File: config.mk
export PLATFORM = sky130hd
export DESIGN_NAME = fmrv32im_axi_gpio_pw
export DESIGN_NICKNAME = d
export VERILOG_FILES = /design/src/rtl/fmrv32im_axi_gpio_pw.sv
export SDC_FILE = /design/constraint.sdc
export NUM_CORES = 1
export LEC_CHECK = 0
export CAP_MARGIN = 20
export CORE_MARGIN = 1.5
export CORE_UTILIZATION = 42
export CTS_CLUSTER_SIZE = 14
export DETAILED_ROUTE_END_ITERATION = 8
export GPL_ROUTABILITY_DRIVEN = 1
export HOLD_SLACK_MARGIN = 0.08
export PLACE_DENSITY = 0.83
export SLEW_MARGIN = 40
export SYNTH_ARGS = -nofsm -noshare
export SYNTH_HDL_FRONTEND = slang
export SYNTH_SLANG_ARGS = --single-unit
File: constraint.sdc
create_clock -name ACLK -period 2.3 [get_ports ACLK]
set_clock_uncertainty 0.15 [all_clocks]
set_input_delay 0.345 -clock ACLK [delete_from_list [all_inputs] [get_ports ACLK]]
set_output_delay 0.345 -clock ACLK [all_outputs]
set_load 0.01 [all_outputs]
File: src/rtl/fmrv32im_axi_gpio_pw.sv
// fmrv32im_axi_gpio_pw: AXI4-Lite GPIO with direction, SET/CLR, byte strobes, input sync; edge IRQs under FMRV32IM_GPIO_IRQ_EN
module fmrv32im_axi_gpio_pw #(
  parameter int GPIO_WIDTH  = 32,
  parameter int SYNC_STAGES = 2
) (
  input  logic                  ACLK,
  input  logic                  ARESETN,
  input  logic [15:0]           S_AXI_AWADDR,
  input  logic [3:0]            S_AXI_AWCACHE,
  input  logic [2:0]            S_AXI_AWPROT,
  input  logic                  S_AXI_AWVALID,
  output logic                  S_AXI_AWREADY,
  input  logic [31:0]           S_AXI_WDATA,
  input  logic [3:0]            S_AXI_WSTRB,
  input  logic                  S_AXI_WVALID,
  output logic                  S_AXI_WREADY,
  output logic                  S_AXI_BVALID,
  input  logic                  S_AXI_BREADY,
  output logic [1:0]            S_AXI_BRESP,
  input  logic [15:0]           S_AXI_ARADDR,
  input  logic [3:0]            S_AXI_ARCACHE,
  input  logic [2:0]            S_AXI_ARPROT,
  input  logic                  S_AXI_ARVALID,
  output logic                  S_AXI_ARREADY,
  output logic [31:0]           S_AXI_RDATA,
  output logic [1:0]            S_AXI_RRESP,
  output logic                  S_AXI_RVALID,
  input  logic                  S_AXI_RREADY,
  input  logic [GPIO_WIDTH-1:0] GPIO_I,
  output logic [GPIO_WIDTH-1:0] GPIO_O,
  output logic [GPIO_WIDTH-1:0] GPIO_OE,
  output logic                  IRQ
);
  typedef enum logic [1:0] {IDLE, WDATA, WRESP, RDATA} state_t;
  state_t state, state_n;
  logic [7:0] awaddr_q, waddr, wa, ra;
  logic we;
  logic [31:0] rdata_q, rd_val, m32;
  logic [GPIO_WIDTH-1:0] out_r, dir_r, m, wm, sync_in;
  logic [SYNC_STAGES-1:0][GPIO_WIDTH-1:0] sync_q;
  logic unused;
  assign unused = ^{S_AXI_AWADDR[15:8], S_AXI_ARADDR[15:8], S_AXI_AWCACHE, S_AXI_AWPROT,
                    S_AXI_ARCACHE, S_AXI_ARPROT, S_AXI_WDATA, m32};
  always_comb begin
    state_n = state;
    we = 1'b0;
    waddr = awaddr_q;
    case (state)
      IDLE:
        if (S_AXI_AWVALID && S_AXI_WVALID) begin
          state_n = WRESP;
          we = 1'b1;
          waddr = S_AXI_AWADDR[7:0];
        end else if (S_AXI_AWVALID) state_n = WDATA;
        else if (S_AXI_ARVALID) state_n = RDATA;
      WDATA:
        if (S_AXI_WVALID) begin
          state_n = WRESP;
          we = 1'b1;
        end
      WRESP: state_n = S_AXI_BREADY ? IDLE : WRESP;
      RDATA: state_n = S_AXI_RREADY ? IDLE : RDATA;
    endcase
  end
  assign S_AXI_AWREADY = state == IDLE;
  assign S_AXI_ARREADY = state == IDLE && !S_AXI_AWVALID;
  assign S_AXI_WREADY  = (state == IDLE && S_AXI_AWVALID) || state == WDATA;
  assign S_AXI_BVALID  = state == WRESP;
  assign S_AXI_RVALID  = state == RDATA;
  assign S_AXI_RDATA   = S_AXI_RVALID ? rdata_q : 32'd0;
  assign S_AXI_BRESP   = 2'b00;
  assign S_AXI_RRESP   = 2'b00;
  assign GPIO_O  = out_r;
  assign GPIO_OE = dir_r;
  assign wa  = waddr & 8'hFC;
  assign ra  = S_AXI_ARADDR[7:0] & 8'hFC;
  assign m32 = {{8{S_AXI_WSTRB[3]}}, {8{S_AXI_WSTRB[2]}}, {8{S_AXI_WSTRB[1]}}, {8{S_AXI_WSTRB[0]}}};
  assign m   = m32[GPIO_WIDTH-1:0];
  assign wm  = S_AXI_WDATA[GPIO_WIDTH-1:0] & m;
  assign sync_in = sync_q[SYNC_STAGES-1];
`ifdef FMRV32IM_GPIO_IRQ_EN
  logic [GPIO_WIDTH-1:0] prev_in, rise_en, fall_en, stat, set_bits;
  assign set_bits = (sync_in & ~prev_in & rise_en) | (~sync_in & prev_in & fall_en);
  assign IRQ = |stat;
  always_ff @(posedge ACLK or negedge ARESETN)
    if (!ARESETN) begin
      prev_in <= '0;
      rise_en <= '0;
      fall_en <= '0;
      stat    <= '0;
    end else begin
      prev_in <= sync_in;
      if (we && wa == 8'h14) rise_en <= (rise_en & ~m) | wm;
      if (we && wa == 8'h18) fall_en <= (fall_en & ~m) | wm;
      stat <= (stat & ~((we && wa == 8'h1C) ? wm : '0)) | set_bits;
    end
  assign rd_val = ra == 8'h00 ? 32'(out_r) : ra == 8'h04 ? 32'(sync_in) : ra == 8'h08 ? 32'(dir_r) :
                  ra == 8'h14 ? 32'(rise_en) : ra == 8'h18 ? 32'(fall_en) : ra == 8'h1C ? 32'(stat) : 32'd0;
`else
  assign IRQ = 1'b0;
  assign rd_val = ra == 8'h00 ? 32'(out_r) : ra == 8'h04 ? 32'(sync_in) : ra == 8'h08 ? 32'(dir_r) : 32'd0;
`endif
  always_ff @(posedge ACLK or negedge ARESETN)
    if (!ARESETN) begin
      state    <= IDLE;
      awaddr_q <= '0;
      rdata_q  <= '0;
      out_r    <= '0;
      dir_r    <= '0;
      sync_q   <= '0;
    end else begin
      state  <= state_n;
      sync_q <= {sync_q[SYNC_STAGES-2:0], GPIO_I};
      if (state == IDLE && S_AXI_AWVALID) awaddr_q <= S_AXI_AWADDR[7:0];
      if (state == IDLE && !S_AXI_AWVALID && S_AXI_ARVALID) rdata_q <= rd_val;
      if (we && wa == 8'h00) out_r <= (out_r & ~m) | wm;
      else if (we && wa == 8'h0C) out_r <= out_r | wm;
      else if (we && wa == 8'h10) out_r <= out_r & ~wm;
      if (we && wa == 8'h08) dir_r <= (dir_r & ~m) | wm;
    end
endmodule

; Word level (Yosys, flattened, before mapping)
; Cells that the tools add are included.
; Widths: inputs -> output; s select.
[word_totals]
ff_bits = 170
input_bits = 121
out_inout_bits = 106
word_cells = 60
[op_classes]
eq_ne = 10
muxes = 19
bitwise = 9
reduce_logical = 15
[op_table]
columns = operator, n
row1 = $mux 32, 7
row2 = $and 32x32->32, 4
row3 = $or 32x32->32, 3
row4 = $not 32->32, 2
row5 = $eq 6x2->1 const B, 3
row6 = $logic_not 8->1, 2
row7 = $mux 8, 2
row8 = $mux 2, 6
row9 = $logic_and 1x1->1, 8
row10 = $pmux 2 s4, 1
row11 = $eq 6x1->1 const B, 1
row12 = $eq 6x3->1 const B, 1
row13 = $eq 2x2->1 const B, 2
row14 = $ne 4x2->1 const B, 1
row15 = $reduce_bool 3->1, 1
row16 = $eq 2x1->1 const B, 1
row17 = $logic_not 2->1, 1
row18 = $mux 1, 2
row19 = $ne 2x2->1 const B, 1
row20 = $pmux 1 s2, 1
row21 = $reduce_and 2->1, 1
row22 = $logic_not 1->1, 1
row23 = $logic_or 1x1->1, 1

; Depth between registers and ports, before layout
; Gate-level depths: netlist (run 1).
[logic_depth]
word_depth = 8
ltp_mapped = 7
mapped_depth_nobuf = 4

; Least setup slack after synthesis (run 1)
; Ideal clock, no wire load.
[synth_path]
path_kind = reg2reg
from = register awaddr_q[5]
to = register with a tool-made name
setup_ns = 0.126
arrival_time_ns = 2.008
required_ns = 2.024
slack_ns = 0.016
path_stages_with_launch = 8
n_path_buf = 3
synth_period_minus_slack_ns = 2.284
path_cell_list = dfrtp_1 -> or3_1 -> buf_2 -> or4_4 -> buf_6 -> and2_4 -> buf_6 -> a221o_1
[synth_lines]
columns = item, line
row1 = start: declaration, 36  ; logic [7:0] awaddr_q, waddr, wa, ra;
row2 = start signal: assignment, 114  ; if (state == IDLE && S_AXI_AWVALID) awaddr_q <= S_AXI_AWADDR[7:0];

==> impl_results.md, run 1 <==
* Hold Violations, Final at 0
* Synth warnings at 0
* # nets final at 928
* # port buffers at 187
* Req. time, crit path at 2.46 ns
* CP Data Arrival Time at 2.42 ns
* Root Buffer: clkbuf_16
* Number of cells on the worst hold path at 1
* Cell Area, Placed at 9474 sq um
* Max Clk Rate at 442.3 MHz
* Fin crit period at around 2.3 ns
* PD cells at around 790 nW/um^2
* Worst-case reg-to-reg path depth at 4
* Gpl congestion at 0.8211
* Hold path startpoint: GPIO_I[24]
* Number of synthesized flops with an enable pin at 0
* Critical path's slowest cell: or4_4
* Share of cells above drive strength 1 at 16.48%
* Setup WS pre-CTS at -0.4049 ns
* Sequential cell area at 4207 sq um
* Largest net degree at the start of global routing at 51
* Slew HR at 61.34%
* Global-route wire length before repair at 32.24 mm
* Average size of a mapped cell at 12.04 sq um
* TritonCTS Buffers at 17
* Post-Syn Instances at 592
* Clk buf depth at 2
* Overflow after GRT at 0
* Pre-antenna DRT Iters at 5
* Clock Sink Count at about 170
* Delay of the slowest critical-path stage at ~0.54 ns
* Worst-path fanout max at 8
* WL per Instance at between 15 and 20 microns
* Setup Crit Path Kind: reg -> reg
* Clock H-tree levels at 4
* Crit path launch type: flip-flop
* Crit end category: flip-flop
* FF+latch count, synth at about 170
* Cell breakdown of the critical path: or3_1, or4_4, and2_4, a221o_1
* Post-route cell area at just over 10000 sq um
* Via count at 5703
* # fillers at 1339
* Distinct cells, synth at 41
* CTS tree: built
* Peak supply drop at 0.0006013 V
* Initial cell density of the core at between 40 and 50%
* Reg2Reg Setup Slack at 0.04 ns
* Via count of the first global-routing pass at slightly below 6000
* Slew @ Worst Pin at 0.5798 ns
* Pleak at 0.004963 uW
* DRC Markers at 0
* Fin cells at 1039
* Top-level I/O count at 227
* Fin. max-slew vios at 0
* Reg2reg start: awaddr_q[5]$_DFFE_PN0P_
* Final worst-path cycle share at 98.31%
* Fin util at 61.66%
* Initial drt markers at approximately 380
* Final wirelength at 20.76 mm
* Die H at 133.3 microns
* WHS Endpoint: sync_q[24]$_DFF_PN0_
* Hpwl dp at ~14 mm
* Sequential fraction of the synthesis area at approximately three fifths
* Final worst setup slack at 0.03892 ns
* Initial antenna violation count at 0
* # diodes at 0
* Post-DRT Antenna Nets at 0
* # rows at 47
* Setup Viol. Count Final at 0
* Cell Area, Synth at 7126 sq um
* Synth-to-Final Area Change at 43.49%
* Status: finished, final reports clean
* Core box area at 16580 sq um
* DIE WIDTH at 133.3 microns
* Main synth FF type: dfrtp_1
* Hold crit path type: in -> reg
* All-layer global routing usage at 23.82%
* Multi-input gate area at about 2700 sq um
* Max cap viols at 0
* Worst-path clk slew at 0.07 ns
* Worst-Skew Late Latency at 0.43 ns
* Placed cells at 1000
* Synth async-reset ratio at 100.0%
* Vias per inst at about 5.5
* Die area at 17760 sq um
## routing by layer
layer	share of wire, %	GRT usage [%]	vias up
met5	0	0	-
met2	51	40.73	219
met1	42	30.14	2875
met3	5.5	4.604	24
met4	1.7	8.816	0
li1	-	-	2585
## worst max path at each step
stage / start / end / slack (ns) / cells after the start
6_report: awaddr_q[5]$_DFFE_PN0P_ / flip-flop / 0.04 / 4
5_1_grt: state[1]$_DFFE_PN0P_ / S_AXI_RDATA[25] / -0.008 / 3
4_1_cts: state[1]$_DFFE_PN0P_ / S_AXI_RDATA[26] / 0.002 / 3
3_5_place_dp: S_AXI_AWADDR[4] / flip-flop / -0.40 / 5
3_3_place_gp: S_AXI_WVALID / flip-flop / -0.35 / 5
2_1_floorplan: awaddr_q[5]$_DFFE_PN0P_ / flip-flop / 0.02 / 7
## synth_stat cells (all sizes together) (2+ instances only)
master,count,area [sq um]
a21boi,8,60.06
a21oi,5,25.02
a221o,8,80.08
a22o,32,280.3
and2,2,15.02
and3,32,200.2
buf,11,76.32
clkbuf,31,116.4
dfrtp,168,4204
inv,28,105.1
mux2,37,416.7
mux2i,32,320.3
nand2,34,127.6
nand3,4,20.02
nand3b,2,15.01
nand4b,24,210.2
nand4bb,2,22.52
nor2,6,22.52
nor2b,10,62.56
nor3,4,20.02
nor4,2,25.02
nor4b,6,52.55
o211ai,25,187.7
o21ai,61,320.3
or3,3,18.77
or4,5,45.04
xor2,2,17.52
## cells by family after synthesis
family                 synth area share (%)
multiplexers                          10.34
AND/OR/NAND/NOR                       12.24
AO/OA/AOI/OAI                         13.94
XOR/XNOR                             0.2459
other                               0.05263
buffers and inverters                 4.179
flip-flops                            59.00
## placed cells by master (no fill, tap or decap), types with 3 or more instances in the layout
cell type / count
a21oi_1: 5
nor4b_1: 4
conb_1: 5
buf_4: 35
o21ai_0: 57
and3_1: 32
mux2_2: 37
clkinv_4: 4
or3_1: 3
nor2b_1: 9
or4_4: 4
nand2_1: 34
a221o_1: 8
o211ai_1: 25
nor2_1: 5
buf_12: 7
o21ai_2: 4
inv_1: 28
nand3_1: 4
clkinvlp_4: 5
dfrtp_1: 166
dlymetal6s2s_1: 20
a22o_1: 32
clkbuf_16: 18
dlygate4sd2_1: 10
clkdlybuf4s50_1: 155
mux2i_1: 32
nand4b_1: 24
a21boi_0: 8
nor3_1: 4
## worst max-delay path: cells and delay by family (launching register included)
family / cells / cell delay (ns)
simple gates: 3 / 1.26
flops: 1 / 0.39
compound gates: 1 / 0.34
## final cells by class
cell class                      count  area share [%]
Sequential cell                   168           41.14
Timing Repair Buffer              234           23.32
Clock buffer                       18           4.295
Multi-Input combinational cell    358           26.30
Clock inverter                     13           1.224
Tap cell                          220           2.692
Inverter                           28           1.028
## report_power, final
| group | leakage [uW] | internal, uW | switching (uW) |
|---|---|---|---|
| logic | 0.00270 | 990 | 865 |
| clock network | 0.000261 | 1520 | 1200 |
| registers | 0.00200 | 3270 | 267 |
| total | 0.00496 | 5780 | 2330 |
## through the flow
stage	total power [uW]	hold slack (ns)	TNS (ns)
after floorplan	4279	-0.1006	0
after global routing	8449	0.1890	-0.01756
after detailed placement	5244	0.1752	-20.40
after global placement	5177	0.1685	-18.59
final	8111	0.1948	0
after CTS	8008	0.1863	0
## timing repair
action | in CTS | in global routing
hold buffers | 1 | 0
gates resized for setup | 19 | 26
pin swaps | 0 | 1
cloned | 0 | 1
endpoints found under the setup margin | 68 | 48
hold endpoints to repair | 45 | 0
setup buffers | 0 | 5
(Power assumes the default switching activity.)
==> run 2, diff against run 1 <==
--- a/config.mk
+++ b/config.mk
@@ -5,6 +5,7 @@
 export SDC_FILE = /design/constraint.sdc
 export NUM_CORES = 1
 export LEC_CHECK = 0
+export ABC_AREA = 1
 export CAP_MARGIN = 20
 export CORE_MARGIN = 1.5
 export CORE_UTILIZATION = 42
@@ -12,7 +13,7 @@
 export DETAILED_ROUTE_END_ITERATION = 8
 export GPL_ROUTABILITY_DRIVEN = 1
 export HOLD_SLACK_MARGIN = 0.08
-export PLACE_DENSITY = 0.83
+export PLACE_DENSITY = 0.82
 export SLEW_MARGIN = 40
 export SYNTH_ARGS = -nofsm -noshare
 export SYNTH_HDL_FRONTEND = slang
==> run 2 against run 1 <==
  * Cell area grew 0.73%
  * Clock power grew 7.7%
  * Sequential share of layout area shrank 0.31 points
  * Wire length shrank 2.7%
  * First-iteration DRC count grew 12%
  * Critical path type is now reg -> out
  * Largest power group unchanged
==> impl_results.md, run 2 <==
* Hpwl dp at 13.56 mm (-2.4%)
* Fin. max-slew vios at 0 (unchanged)
* Synth area leader: dfrtp_1
* Cell Area, Placed at 9559 sq um (+0.90%)
* Worst-case reg-to-reg path depth at 10 (+6)
* # nets final at 1175 (+27%)
* Setup crit end: S_AXI_AWREADY
* Core box area at 16580 sq um (unchanged)
* Via count at 6258 (+9.7%)
* Pre-antenna DRT Iters at 5 (unchanged)
* Hold crit path type: reg -> reg
* Final worst-path cycle share at 97.17% (-1.1 points)
* Reg2reg start: state[0]$_DFFE_PN0P_
* Fin Setup TNS at 0 ns (unchanged)
* Number of synthesized flops with an enable pin at 0 (unchanged)
* Max Clk Rate at 447.5 MHz (+1.2%)
* Post-Syn Instances at 839 (+42%)
* # rows at 47 (unchanged)
* Clock H-tree levels at 4 (unchanged)
* DRC Markers at 0 (unchanged)
* Crit path launch type: flip-flop
* All-layer global routing usage at 23.33% (-0.48 points)
* # diodes at 0 (unchanged)
* Setup Crit Path Kind: reg -> out
* TritonCTS Buffers at 17 (unchanged)
* Cell Area, Synth at 7152 sq um (+0.37%)
* Die area at 17820 sq um (+0.36%)
* # fillers at 1390 (+3.8%)
* Top-level I/O count at 227 (unchanged)
* Status: finished, final reports clean
* Vias per inst at 4.866 (-11%)
* Most numerous cell in the Yosys netlist: nand2_1
* WL per Instance at 15.71 microns (-21%)
* Final wirelength at 20.20 mm (-2.7%)
* Initial drt markers at 419 (+12%)
* Initial antenna violation count at 0 (unchanged)
* Synth-to-Final Area Change at 44.02%
* Setup Viol. Count Final at 0 (unchanged)
* Die H at 133.5 microns (+0.18%)
* Global-route wire length before repair at 31.95 mm (-0.88%)
* Main synth FF type: dfrtp_1
* Max cap viols at 0 (unchanged)
* Synth async-reset ratio at 100.0% (unchanged)
* Gpl congestion at 0.8340 (+1.6%)
* CP Launch Point: state[0]$_DFFE_PN0P_
* Largest net degree at the start of global routing at 53 (+3.9%)
* Average size of a mapped cell at 8.524 sq um (-29%)
* Hold Violations, Final at 0 (unchanged)
* CP Data Arrival Time at 1.74 ns (-0.68 ns)
* Fin crit period at 2.235 ns (-0.02628 ns)
* Setup WS pre-CTS at -0.1822 ns (+0.2227 ns)
* CTS tree: built
* Fin util at 62.11% (+0.45 points)
* Worst-path clk slew at 0.06 ns (about the same)
* Initial cell density of the core at 43.13% (+0.16 points)
* Via count of the first global-routing pass at 6169 (+5.0%)
* Flop pwr share at 40.5% (-3.1 points)
* Pwr Total at 9607 uW (+18%)
* Clock Sink Count at 168 (unchanged)
* Worst-path fanout max at 6 (-2)
* Req. time, crit path at 1.80 ns (-0.66 ns)
* Pleak at 0.005089 uW (+2.5%)
* FF+latch count, synth at 168 (unchanged)
* Internal Pwr Total at 6651 uW (+15%)
* # port buffers at 187 (unchanged)
* Crit end category: output pin
* Peak supply drop at 0.0005291 V (-12%)
* Distinct cells, synth at 26 (-37%)
* Net Sw Frac at 30.77% (+2.1 points)
* Worst-Skew Late Latency at 0.42 ns (about the same)
* Share of cells above drive strength 1 at 10.60% (-5.9 points)
* Overflow after GRT at 0 (unchanged)
* Reg2Reg Setup Slack at 0.12 ns (+0.08 ns)
* DIE WIDTH at 133.5 microns (+0.18%)
* Post-route cell area at 10300 sq um (+0.73%)
* Final worst setup slack at 0.06520 ns (+0.02628 ns)
* PD cells at 932.7 nW/um^2 (+18%)
* Commonest cells in the netlist: 288 x nand2_1, 168 x dfrtp_1, 97 x o21ai_0
* Most common cell after layout, fill and taps aside: nand2_1
* Synth warnings at 0 (unchanged)
* Most area-consuming cells after synthesis: dfrtp_1 59%, nand2_1 15%, o21ai_0 6.8%
* NetSw at 2956 uW (+27%)
* Sequential fraction of the synthesis area at 58.78% (-0.22 points)
* Gate power share at 29.0% (+6.1 points)
* Clk buf depth at 2 (unchanged)
* Most frequent cells in the layout: 283 x nand2_1, 167 x dfrtp_1, 151 x clkdlybuf4s50_1
* Root Buffer: clkbuf_16
* Clock power share at 30.5% (-3.0 points)
* Post-DRT Antenna Nets at 0 (unchanged)
* Top-area cell type share of the netlist area at 58.78% (-0.22 points)
## run 2: area by class of cell
type | count | area (sq um) | share of cell area [%]
inverters | 96 | 360.3 | 3.499
flip-flops and latches | 168 | 4205 | 40.83
well taps | 220 | 275.3 | 2.672
clock inverters | 10 | 142.6 | 1.385
clock buffers | 21 | 460.4 | 4.470
repair buffers | 236 | 2444 | 23.72
multi-input cells | 535 | 2412 | 23.42
## run 2: power groups by stage
stage	Sequential [uW]	Clock, uW	Combinational [uW]
finish	3890	2930	2780
global route	3960	3110	3040
CTS	3890	2980	2690
detailed placement	3930	0	2640
global placement	3920	0	2570
floorplan	3990	0	1020
## run 2: kinds of logic after synthesis
group / share of synthesized area [%]
and+or+nand+nor: 22.60
buffers and inverters: 8.450
AOI/OAI and AO/OA: 10.11
other: 0.05243
DFF: 58.78
## run 2: repair_timing
action,CTS,global route
resized for setup,28,28
endpoints found under the setup margin,34,51
gates cloned,0,1
setup buffers,2,4
endpoints found under the hold margin,40,0
pin swaps,1,5
hold buffers,1,0
## run 2: layer usage
metal | share of wire [%] | up-vias | track usage [%]
li1 | - | 3031 | -
met1 | 43 | 2970 | 29.94
met2 | 49 | 226 | 38.86
met3 | 6.0 | 31 | 5.365
met4 | 1.7 | 0 | 8.454
met5 | 0 | - | 0
## run 2: per-stage QoR
stage / hold WS, ns / cells
2_1_floorplan: -0.1006 / 843
3_3_place_gp: 0.1409 / 1248
3_5_place_dp: 0.1399 / 1248
4_1_cts: 0.1924 / 1282
5_1_grt: 0.1924 / 1286
6_report: 0.1977 / 1286
## run 2: how the worst min path moves through the flow
stage	start	end	slack (ns)	cells past startpoint
2_1_floorplan	ARESETN	async pin	-0.10	0
3_3_place_gp	ARESETN	sync_q[19]$_DFF_PN0_	0.14	1
3_5_place_dp	ARESETN	sync_q[20]$_DFF_PN0_	0.14	1
4_1_cts	GPIO_I[19]	sync_q[19]$_DFF_PN0_	0.19	1
5_1_grt	GPIO_I[5]	sync_q[5]$_DFF_PN0_	0.19	1
6_report	sync_q[23]$_DFF_PN0_	sync_in[23]$_DFF_PN0_	0.20	0
## run 2: critical path, stage by stage (launching register included)
cell and delay (ns):
dfrtp_2 0.45, nor2_4 0.19, buf_6 0.14, clkdlybuf4s50_1 0.53
